[config.mk]
export PLATFORM = sky130hd
export DESIGN_NAME = muldiv_unit
export DESIGN_NICKNAME = d
export VERILOG_FILES = /design/src/rtl/muldiv_unit_pkg.sv /design/src/rtl/muldiv_unit_step.sv /design/src/rtl/muldiv_unit.sv
export SDC_FILE = /design/constraint.sdc
export NUM_CORES = 1
export LEC_CHECK = 0
export ABC_AREA = 1
export BUFFER_PORTS_ARGS = -buffer_cell sky130_fd_sc_hd__buf_2
export CORE_MARGIN = 1.5
export CORE_UTILIZATION = 50
export DETAILED_ROUTE_END_ITERATION = 8
export PLACE_DENSITY_LB_ADDON = 0.15
export SETUP_SLACK_MARGIN = 0.5
export SLEW_MARGIN = 20
export SYNTH_ARGS = -nofsm -noshare
export SYNTH_HDL_FRONTEND = slang
export SYNTH_SLANG_ARGS = --single-unit
[constraint.sdc]
create_clock -name clk -period 6.15 [get_ports clk]
set_input_delay 1.23 -clock clk [delete_from_list [all_inputs] [get_ports clk]]
set_output_delay 1.23 -clock clk [all_outputs]
set_load 0.05 [all_outputs]
[src/rtl/muldiv_unit_pkg.sv]
// Shared types and op-class helpers for the iterative multiply/divide unit.
// Optional early-out path is enabled by MULDIV_EARLY_OUT_EN.
package muldiv_unit_pkg;

  typedef enum logic [2:0] {
    MD_MUL,
    MD_MULH,
    MD_MULHU,
    MD_DIV,
    MD_DIVU,
    MD_MOD,
    MD_MODU
  } muldiv_op_e;

  typedef enum logic [2:0] {
    S_IDLE,
    S_PREP,
    S_CALC,
    S_FIX,
    S_DONE
  } muldiv_state_e;

  function automatic logic op_is_mul(input logic [2:0] op);
    return op inside {MD_MUL, MD_MULH, MD_MULHU};
  endfunction

  function automatic logic op_is_div(input logic [2:0] op);
    return op inside {MD_DIV, MD_DIVU, MD_MOD, MD_MODU};
  endfunction

  function automatic logic op_is_signed(input logic [2:0] op);
    return op inside {MD_MULH, MD_DIV, MD_MOD};
  endfunction

endpackage

[src/rtl/muldiv_unit_step.sv]
// Combinational BITS_PER_CYCLE iterations of shift-add multiply
// or restoring divide over the shared {hi, lo} shift register.
module muldiv_unit_step #(
  parameter int WIDTH          = 32,
  parameter int BITS_PER_CYCLE = 1
) (
  input  logic             is_mul,
  input  logic [WIDTH-1:0] hi,
  input  logic [WIDTH-1:0] lo,
  input  logic [WIDTH-1:0] a,
  input  logic [WIDTH-1:0] b,
  output logic [WIDTH-1:0] hi_n,
  output logic [WIDTH-1:0] lo_n,
  output logic [WIDTH-1:0] b_n
);

  logic [2*WIDTH-1:0] acc;
  logic [WIDTH:0]     r_ext;
  logic [WIDTH-1:0]   h, l, m;

  always_comb begin
    h     = hi;
    l     = lo;
    m     = b;
    acc   = '0;
    r_ext = '0;
    for (int i = 0; i < BITS_PER_CYCLE; i++) begin
      if (is_mul) begin
        // MSB-first: shift accumulator, add multiplicand per multiplier bit
        acc = {h, l} << 1;
        if (m[WIDTH-1])
          acc = acc + {{WIDTH{1'b0}}, a};
        {h, l} = acc;
        m = m << 1;
      end else begin
        r_ext = {h, l[WIDTH-1]};
        l = l << 1;
        if (r_ext >= {1'b0, b}) begin
          r_ext = r_ext - {1'b0, b};
          l[0]  = 1'b1;
        end
        h = r_ext[WIDTH-1:0];
      end
    end
    hi_n = h;
    lo_n = l;
    b_n  = m;
  end

endmodule

[src/rtl/muldiv_unit.sv]
// Iterative MUL/MULH/MULHU/DIV/DIVU/MOD/MODU unit with valid/ready and flush.
// Define MULDIV_EARLY_OUT_EN to short-cut trivial operands past CALC.
module muldiv_unit
  import muldiv_unit_pkg::*;
#(
  parameter int WIDTH          = 32,
  parameter int BITS_PER_CYCLE = 1,
  parameter int TAG_W          = 5
) (
  input  logic             clk,
  input  logic             reset,
  input  logic             flush,
  input  logic             in_valid,
  output logic             in_ready,
  input  logic [2:0]       in_op,
  input  logic [WIDTH-1:0] in_src1,
  input  logic [WIDTH-1:0] in_src2,
  input  logic [TAG_W-1:0] in_tag,
  output logic             out_valid,
  input  logic             out_ready,
  output logic [WIDTH-1:0] out_result,
  output logic [TAG_W-1:0] out_tag,
  output logic             busy
);

  localparam int N  = WIDTH / BITS_PER_CYCLE;
  localparam int CW = $clog2(N + 1);

  muldiv_state_e    state;
  logic [2:0]       op;
  logic [TAG_W-1:0] tag;
  logic [WIDTH-1:0] a, b, hi, lo;
  logic             neg_q, neg_r;
  logic [CW-1:0]    cnt;

  logic [WIDTH-1:0] hi_n, lo_n, b_n;
  logic [WIDTH-1:0] a_abs, b_abs;
  logic [WIDTH-1:0] mulh, q_fix, r_fix, fix_result;
  logic             sa, sb, is_mul;

  assign in_ready  = state == S_IDLE;
  assign busy      = state != S_IDLE;
  assign out_valid = state == S_DONE;

  assign is_mul = op_is_mul(op);
  assign sa     = op_is_signed(op) & a[WIDTH-1];
  assign sb     = op_is_signed(op) & b[WIDTH-1];
  assign a_abs  = sa ? -a : a;
  assign b_abs  = sb ? -b : b;

  // high half of -{hi,lo}: carry into hi only when lo is zero
  assign mulh  = neg_q ? ~hi + WIDTH'(lo == '0) : hi;
  assign q_fix = neg_q ? -lo : lo;
  assign r_fix = neg_r ? -hi : hi;

  always_comb begin
    fix_result = '0;
    unique case (op)
      MD_MUL:          fix_result = lo;
      MD_MULH:         fix_result = mulh;
      MD_MULHU:        fix_result = hi;
      MD_DIV, MD_DIVU: fix_result = q_fix;
      MD_MOD, MD_MODU: fix_result = r_fix;
      default:         fix_result = '0;
    endcase
  end

`ifdef MULDIV_EARLY_OUT_EN
  logic div_zero, eo_hit;

  assign div_zero = b == '0;

  always_comb begin
    eo_hit = 1'b0;
    unique case (1'b1)
      is_mul:        eo_hit = (a == '0) | div_zero;
      op_is_div(op): eo_hit = div_zero | (a_abs < b_abs);
      default:       eo_hit = 1'b0;
    endcase
  end
`endif

  muldiv_unit_step #(
    .WIDTH          (WIDTH),
    .BITS_PER_CYCLE (BITS_PER_CYCLE)
  ) u_step (
    .is_mul (is_mul),
    .hi     (hi),
    .lo     (lo),
    .a      (a),
    .b      (b),
    .hi_n   (hi_n),
    .lo_n   (lo_n),
    .b_n    (b_n)
  );

  always_ff @(posedge clk) begin
    if (reset) begin
      state      <= S_IDLE;
      op         <= '0;
      tag        <= '0;
      a          <= '0;
      b          <= '0;
      hi         <= '0;
      lo         <= '0;
      neg_q      <= 1'b0;
      neg_r      <= 1'b0;
      cnt        <= '0;
      out_result <= '0;
      out_tag    <= '0;
    end else if (flush) begin
      state <= S_IDLE;
    end else begin
      unique case (state)
        S_IDLE: begin
          if (in_valid) begin
            op    <= in_op;
            tag   <= in_tag;
            a     <= in_src1;
            b     <= in_src2;
            state <= S_PREP;
          end
        end
        S_PREP: begin
          a     <= a_abs;
          b     <= b_abs;
          hi    <= '0;
          lo    <= is_mul ? '0 : a_abs;
          neg_q <= (sa ^ sb) & (is_mul | (b != '0));
          neg_r <= sa;
          cnt   <= CW'(N - 1);
          state <= S_CALC;
`ifdef MULDIV_EARLY_OUT_EN
          // preload the final {rem, quo} so FIX produces the answer
          if (eo_hit) begin
            hi    <= is_mul ? '0 : a_abs;
            lo    <= (!is_mul && div_zero) ? '1 : '0;
            state <= S_FIX;
          end
`endif
        end
        S_CALC: begin
          hi  <= hi_n;
          lo  <= lo_n;
          b   <= b_n;
          cnt <= cnt - 1'b1;
          if (cnt == '0)
            state <= S_FIX;
        end
        S_FIX: begin
          out_result <= fix_result;
          out_tag    <= tag;
          state      <= S_DONE;
        end
        S_DONE: begin
          if (out_ready)
            state <= S_IDLE;
        end
        default: state <= S_IDLE;
      endcase
    end
  end

endmodule

==> out/qor.yml, run 1 <==
rrSetupSlack_ns: 2.09
ir_drop_mv: 0.225
grt_pass1_vias: 21890
arrival_ns: 4.50
layout_min_cycle_time_ns: 4.06
nets: 3783
post-route-period-util_pct: 66.0
relSlewSlack_pct: 23.2
hp-start: "out_result[31]"
clock.fmax_ghz: 0.246
rows: 72
cts-root-buf: "clkbuf_16"
cts_setup_buffers: 0
die_x_um: 201
die-height_um: 201
path_clk_slew_ns: 0.09
grt_max_degree: 68
synth_edf_count: 0
dp_hpwl_um: 64400
drt_iter0_drc: 2666
via_per_inst: 5.75
crit_fanout: 5
r2r-start: "lo[1]"
synthFlopType: "dfxtp_1"
remaining_drc_errors: 0
syn_area_per_cell_um2: 5.41
final-seq-area_um2: 3680
holdPathStages: 2
finalSetupTns_ns: 0
area_delta_synth_final_pct: 6.91
diodes: 0
dieArea_um2: 40500
h-tree-depth: 4
finalMaxSlewViolations: 0
fin_area_um2: 21000
ys_seq_area_share_pct: 18.7
leakage_nw: 10.3
required_ns: 6.59
worst_slew_pin_slew_ns: 1.15
ys_seq_elements: 184
finalHoldViolations: 0
clock_skew_ns: 0.0255
ff2ff_path_depth: 19
hold_buffers: 0
synth_area_um2: 19700
crit_path_end_kind: "register"
min_delay_worst_endpoint: "out_result[31]"
place_area_um2: 20400
design.core.area_um2: 38700
multiInputGateArea_um2: 13500
synth.distinct_cells: 51
power_density_nw_per_um2: 181
tritoncts.num_buffers: 17
drt-pass1-iter-count: 7
fillers: 4321
hold_ws_ns: 0.463
cts_resized: 0
wl_per_cell_um: 19.7
grt_pass1_wl_um: 126000
gp_congestion: 1.03
initial_core_util_pct: 50.7
cts_buffer_depth: 2
portBuffers: 116
drive_above_1_share_pct: 5.54
clock-sinks: 184
synth.net_count: 3785
clock_latency_ns: 0.51
reg2reg_to: "out_result[6]"
overflow: 0
hold_path_class: "reg -> reg"
status: "complete, no violations"
yosysWarningCount: 0
routed_wl_um: 81900
async_reset_ff_share_pct: 0
grtUsageTotal_pct: 40.1
num_vias: 23955
cts_tree: "yes"
crit_type: "reg -> reg"
ant_nets: 0
finalSetupViolCount: 0
cap_violations: 0
boundaryPins: 117
syn_inst: 3634
grt_antenna_before_repair: 2
worstSetupStartpointType: "register"
rsz0062_at_grt: "no"
-- layer usage --
layer / part of all wire [%] / vias up / global-route usage [%]
li1: - / 11821 / -
met1: 42 / 10730 / 52.1
met2: 44 / 1171 / 63.1
met3: 8.6 / 229 / 5.99
met4: 5.7 / 4 / 23.3
met5: 0.033 / - / 0
-- logic make-up after synthesis --
| family | count (synthesis) | share of synthesized area, % |
|---|---|---|
| compound gates | 622 | 17.5 |
| xor+xnor | 60 | 2.67 |
| fa+ha+maj | 74 | 4.79 |
| buf+inv | 636 | 12.4 |
| flops | 184 | 18.7 |
| mux | 1 | 0.0509 |
| simple gates | 2057 | 43.8 |
-- metrics by stage --
step                      total power, mW  std cells  utilization, %  worst slack, ns
after floorplan                      2.20       3634               -             3.22
after global placement               2.57       4131            52.7             1.91
after detailed placement             2.57       4131            52.7             1.82
after CTS                            3.78       4163            54.2             2.15
after global routing                 3.98       4163            54.2             1.73
final                                3.80       4163            54.2             2.09
-- how the worst max path moves through the flow --
stage	start	to	slack, ns	depth (start not counted)
floorplan	state[0]	a[1]	3.22	16
global placement	flush	a[31]	1.91	13
detailed placement	flush	a[31]	1.82	13
CTS	state[2]	lo[10]	2.15	12
global route	lo[1]	out_result[30]	1.73	24
finish	lo[1]	out_result[6]	2.09	19
-- critical path, cell delays in order, from the launching register on --
cell and delay (ns):
dfxtp_1 0.34, inv_1 0.21, ha_1 0.22, nand3_1 0.21
inv_1 0.17, nand2_1 0.10, nor2_1 0.14, nand2_1 0.08
nor2_1 0.21, nand3b_1 0.17, nor2_1 0.29, ha_1 0.23
nand2_1 0.09, nor2_1 0.28, nor2_1 0.07, inv_1 0.19
a221oi_1 0.11, o21ai_0 0.59, nand2_1 0.11, a21oi_1 0.16
-- cell usage after synthesis (all sizes together) (3+ instances only) --
cell type / count / area [µm²]
nor3: 51 / 272
a31oi: 17 / 106
o21ai: 204 / 1020
o21bai: 9 / 67.6
xnor2: 12 / 105
clkbuf: 119 / 447
inv: 471 / 1770
a221oi: 22 / 193
a41oi: 10 / 87.6
ha: 72 / 901
nand3b: 16 / 120
xor2: 48 / 420
nand2: 1125 / 4230
o22ai: 28 / 175
nor2: 392 / 1510
buf: 38 / 194
o31ai: 3 / 22.5
o21a: 10 / 75.1
nand4: 63 / 394
clkinv: 8 / 30.0
a21oi: 284 / 1430
dfxtp: 184 / 3680
o211ai: 24 / 180
or2: 11 / 68.8
o221ai: 3 / 26.3
nor4: 13 / 81.3
nand3: 385 / 1930
-- cell type report --
type	count	area share, %
Inverter	479	8.57
Tap cell	518	3.08
Sequential cell	184	17.5
Clock inverter	12	0.780
Timing Repair Buffer	136	3.49
Multi-Input combinational cell	2814	64.4
Clock buffer	20	2.13
-- registers in the layout, indices dropped and copies added (netlist names) --
name        cells
a              32
b              32
cnt             6
hi             32
lo             32
neg_q           1
neg_r           1
op              3
out_result     32
out_tag         5
state           3
tag             5
-- layout by cell type, fill, tap and decap left out, drive strengths merged, types with 2 or more instances in the layout --
cell	n
clkbuf	20
clkinvlp	3
dfxtp	184
buf	136
o22ai	28
nand4	63
nand2	1125
inv	475
ha	72
o31ai	3
xnor2	12
nor3	51
o21a	10
o211ai	24
nor2	392
nor4	13
nand3b	16
bufinv	3
nand3	385
o21bai	9
a21oi	284
or2	11
xor2	48
clkinv	10
fa	2
a31oi	17
a41oi	10
o221ai	3
a211oi	2
a221oi	22
o21ai	204
-- report_power, final --
group	internal, mW	switching (mW)
Combinational	0.355	0.889
Clock	0.655	0.560
Sequential	1.25	0.0911
Note: power is estimated with default switching activity, not from simulation.
==> run 2, diff against run 1 <==
- ABC_AREA: 1 -> 0
- clock period: 6.15 -> 3.68 ns (I/O delays scaled with it)
==> run 2 against run 1 <==
Effect of this change: the flow now finishes with violations (design-rule violations); core utilization up 7.9 points; critical path type unchanged; power is 59% higher; non-clock buffer count grew 188; global-route usage is essentially flat; critical endpoint is now out_result[30]; setup slack got worse by 1.9 ns.
==> out/qor.yml, run 2 <==
ys_seq_area_share_pct: 22.0  # +3.3 points
synth_edf_count: 0  # unchanged
yosysWarningCount: 0  # unchanged
layout_common_cells: "nor2_1 (253), a21oi_1 (252), nand2_1 (224)"
finalSetupViolCount: 0  # unchanged
ys_seq_elements: 184  # unchanged
grt_pass1_vias: 17861  # -18%
netlist.area_leader.share_pct: 22.0  # +0.58 points
synth-simple-area-share_pct: 25.4  # -18 points
dp_hpwl_um: 52200  # -19%
portBuffers: 116  # unchanged
synth_area_leader_cell: "dfxtp_1"
yosys.area_share.adder_pct: 5.63  # +0.84 points
crit_cells: 15  # -4
clock_latency_ns: 0.48  # -0.03 ns
ant_nets: 0  # unchanged
place_inst: 2922  # -29%
power_density_nw_per_um2: 297  # +64%
clock-sinks: 184  # unchanged
syn_area_per_cell_um2: 6.98  # +29%
dieArea_um2: 34500  # -15%
cts_buffer_depth: 2  # unchanged
syn_inst: 2395  # -34%
area_delta_synth_final_pct: 21.7
design.core.area_um2: 32700  # -16%
finalHoldViolations: 0  # unchanged
cp_cell_sequence: "or4_4 > nor4_4 > nand2_1 > or2_4 > nor4_4 > ha_2 > nor4b_4 > buf_4 > nand3_4 > o41ai_4 > nor3_1 > a221oi_1 > o211ai_1 > a22oi_1 > nor2_1"
synthFlopType: "dfxtp_1"
status: "complete, but fails checks"
relSlewSlack_pct: 25.2  # +2.0 points
grt_max_degree: 60  # -12%
holdPathStages: 2  # unchanged
cp_top_family: "simple AND/OR/NAND/NOR gates"
cts_tree: "yes"
clock_skew_ns: 0.0203  # -0.00513 ns
final_util_pct: 62.2  # +7.9 points
synth_compound_area_share_pct: 33.1  # +16 points
final_common_cell: "nor2_1"
arrival_ns: 3.81  # -0.69 ns
rsz0062_at_grt: "yes"
synth.net_count: 2546  # -33%
clock.fmax_ghz: 0.288  # +17%
crit_top_cell: "nor4_4"
grt_pass1_wl_um: 106000  # -16%
grt_antenna_before_repair: 1  # -1
finalMaxSlewViolations: 0  # unchanged
synthTopCellsByArea: "dfxtp_1 (22%), a21oi_1 (7.9%), nor2_1 (6.0%)"
layout_min_cycle_time_ns: 3.47  # -0.589 ns
path_buf_inv: 1  # -2
async_reset_ff_share_pct: 0  # unchanged
drive_above_1_share_pct: 21.5  # +16 points
hold_path_class: "reg -> reg"
routed_wl_um: 71000  # -13%
num_vias: 20212  # -16%
crit_path_end_kind: "register"
ys_top_cells_by_count: "nor2_1 (265), a21oi_1 (263), nand2_1 (229), dfxtp_1 (184), o21ai_0 (183)"
initial_core_util_pct: 51.1  # +0.35 points
ff2ff_path_depth: 15  # -4
final.setup.worst_slack_ns: 0.212  # -1.88 ns
synth.area.mux_share_pct: 0.869  # +0.82 points
overflow: 0  # unchanged
path_clk_slew_ns: 0.08  # about the same
hold_buffers: 0  # unchanged
wl_per_cell_um: 23.6  # +20%
required_ns: 4.02  # -2.57 ns
cap_violations: 0  # unchanged
nets: 2701  # -29%
pre_cts_ws_ns: 0.0453  # -1.77 ns
drt_iter0_drc: 2715  # +1.8%
violations: "design-rule violations"
synth.distinct_cells: 90  # +76%
yosysMostFrequentCell: "nor2_1"
post-route-period-util_pct: 94.2  # +28 points
synth_top_family_by_area: "compound AO/OA/AOI/OAI gates"
crit_fanout: 4  # -1
crit_type: "reg -> reg"
boundaryPins: 117  # unchanged
die_x_um: 186  # -7.7%
diodes: 0  # unchanged
grtUsageTotal_pct: 40.1  # about the same
tritoncts.num_buffers: 17  # unchanged
stdcell_count: 3005  # -28%
drt-pass1-iter-count: 9  # +2
die-height_um: 186  # -7.7%
cts-root-buf: "clkbuf_16"
ir_drop_mv: 0.376  # +67%
leakage_nw: 8.00  # -22%
h-tree-depth: 4  # unchanged
hold_ws_ns: 0.452  # -0.0105 ns
critPathMaxStageDelay_ns: 0.55  # -0.04 ns
synth_area_um2: 16700  # -15%
worst_slew_pin_slew_ns: 1.11  # -0.0371 ns
gp_congestion: 1.03  # -0.12%
worstSetupStartpointType: "register"
rows: 66  # -8.3%
synth_xor_area_share_pct: 6.97  # +4.3 points
crit_slowest_cell: "or4_4"
via_per_inst: 6.73  # +17%
finalSetupTns_ns: 0  # unchanged
remaining_drc_errors: 1  # +1
-- run 2: changes by cell type after synthesis, moves of 46 or more --
cell      previous run  this run
nor2_1             386       265
xnor2_1             12        77
nand3_1            385        73
clkbuf_1           119       165
inv_1              460        70
nand2_1           1124       229
-- run 2: worst paths after layout --
kind,from,endpoint,slack [ns]
worst min-delay path,out_result[4],out_result[4],0.45
worst min register to register,out_result[4],out_result[4],0.45
worst max-delay path,lo[9],out_result[30],0.21
worst max register to register,lo[9],out_result[30],0.21
-- run 2: worst min-delay path, stage by stage, from the launching register on --
cell and delay, ns:
dfxtp_1 0.31, nand2_1 0.05, a21oi_1 0.05
-- run 2: per-stage QoR --
step	area [µm²]	power [mW]
6_report	20300	6.03
5_1_grt	20300	6.25
4_1_cts	19500	5.79
3_5_place_dp	18400	3.79
3_3_place_gp	18400	3.77
2_1_floorplan	16800	3.25
-- run 2: power breakdown --
part	leakage (nW)	internal, mW	switching [mW]
registers	1.50	2.06	0.106
clock network	0.289	0.964	0.977
logic	6.21	0.765	1.16
-- run 2: layout make-up --
cell class | count | area, µm²
clock buffers | 17 | 425
clock inverters | 15 | 159
fillers | 3058 | 12400
inverters | 71 | 270
multi-input cells | 1952 | 13000
flip-flops and latches | 184 | 3710
well taps | 442 | 553
repair buffers | 324 | 2240
-- run 2: cell families (layout without fill, tap and decap cells) --
kind of cell | count (synthesis) | count (layout)
simple gates | 879 | 879
mux | 14 | 14
flops | 184 | 184
xor+xnor | 133 | 133
compound gates | 852 | 852
fa+ha+maj | 74 | 74
buf+inv | 259 | 427
-- run 2: repair_timing --
action | in CTS | in global routing
resized for setup | 67 | 154
pin swaps | 41 | 98
endpoints found under the setup margin | 56 | 77
setup buffers | 25 | 26
-- run 2: per-layer routing --
layer | GRT usage (%) | share of wire, % | vias up
met3 | 9.61 | 11 | 195
met1 | 56.2 | 43 | 9600
met5 | 0 | 0.018 | -
li1 | - | - | 9213
met4 | 15.5 | 3.8 | 2
met2 | 58.8 | 43 | 1202
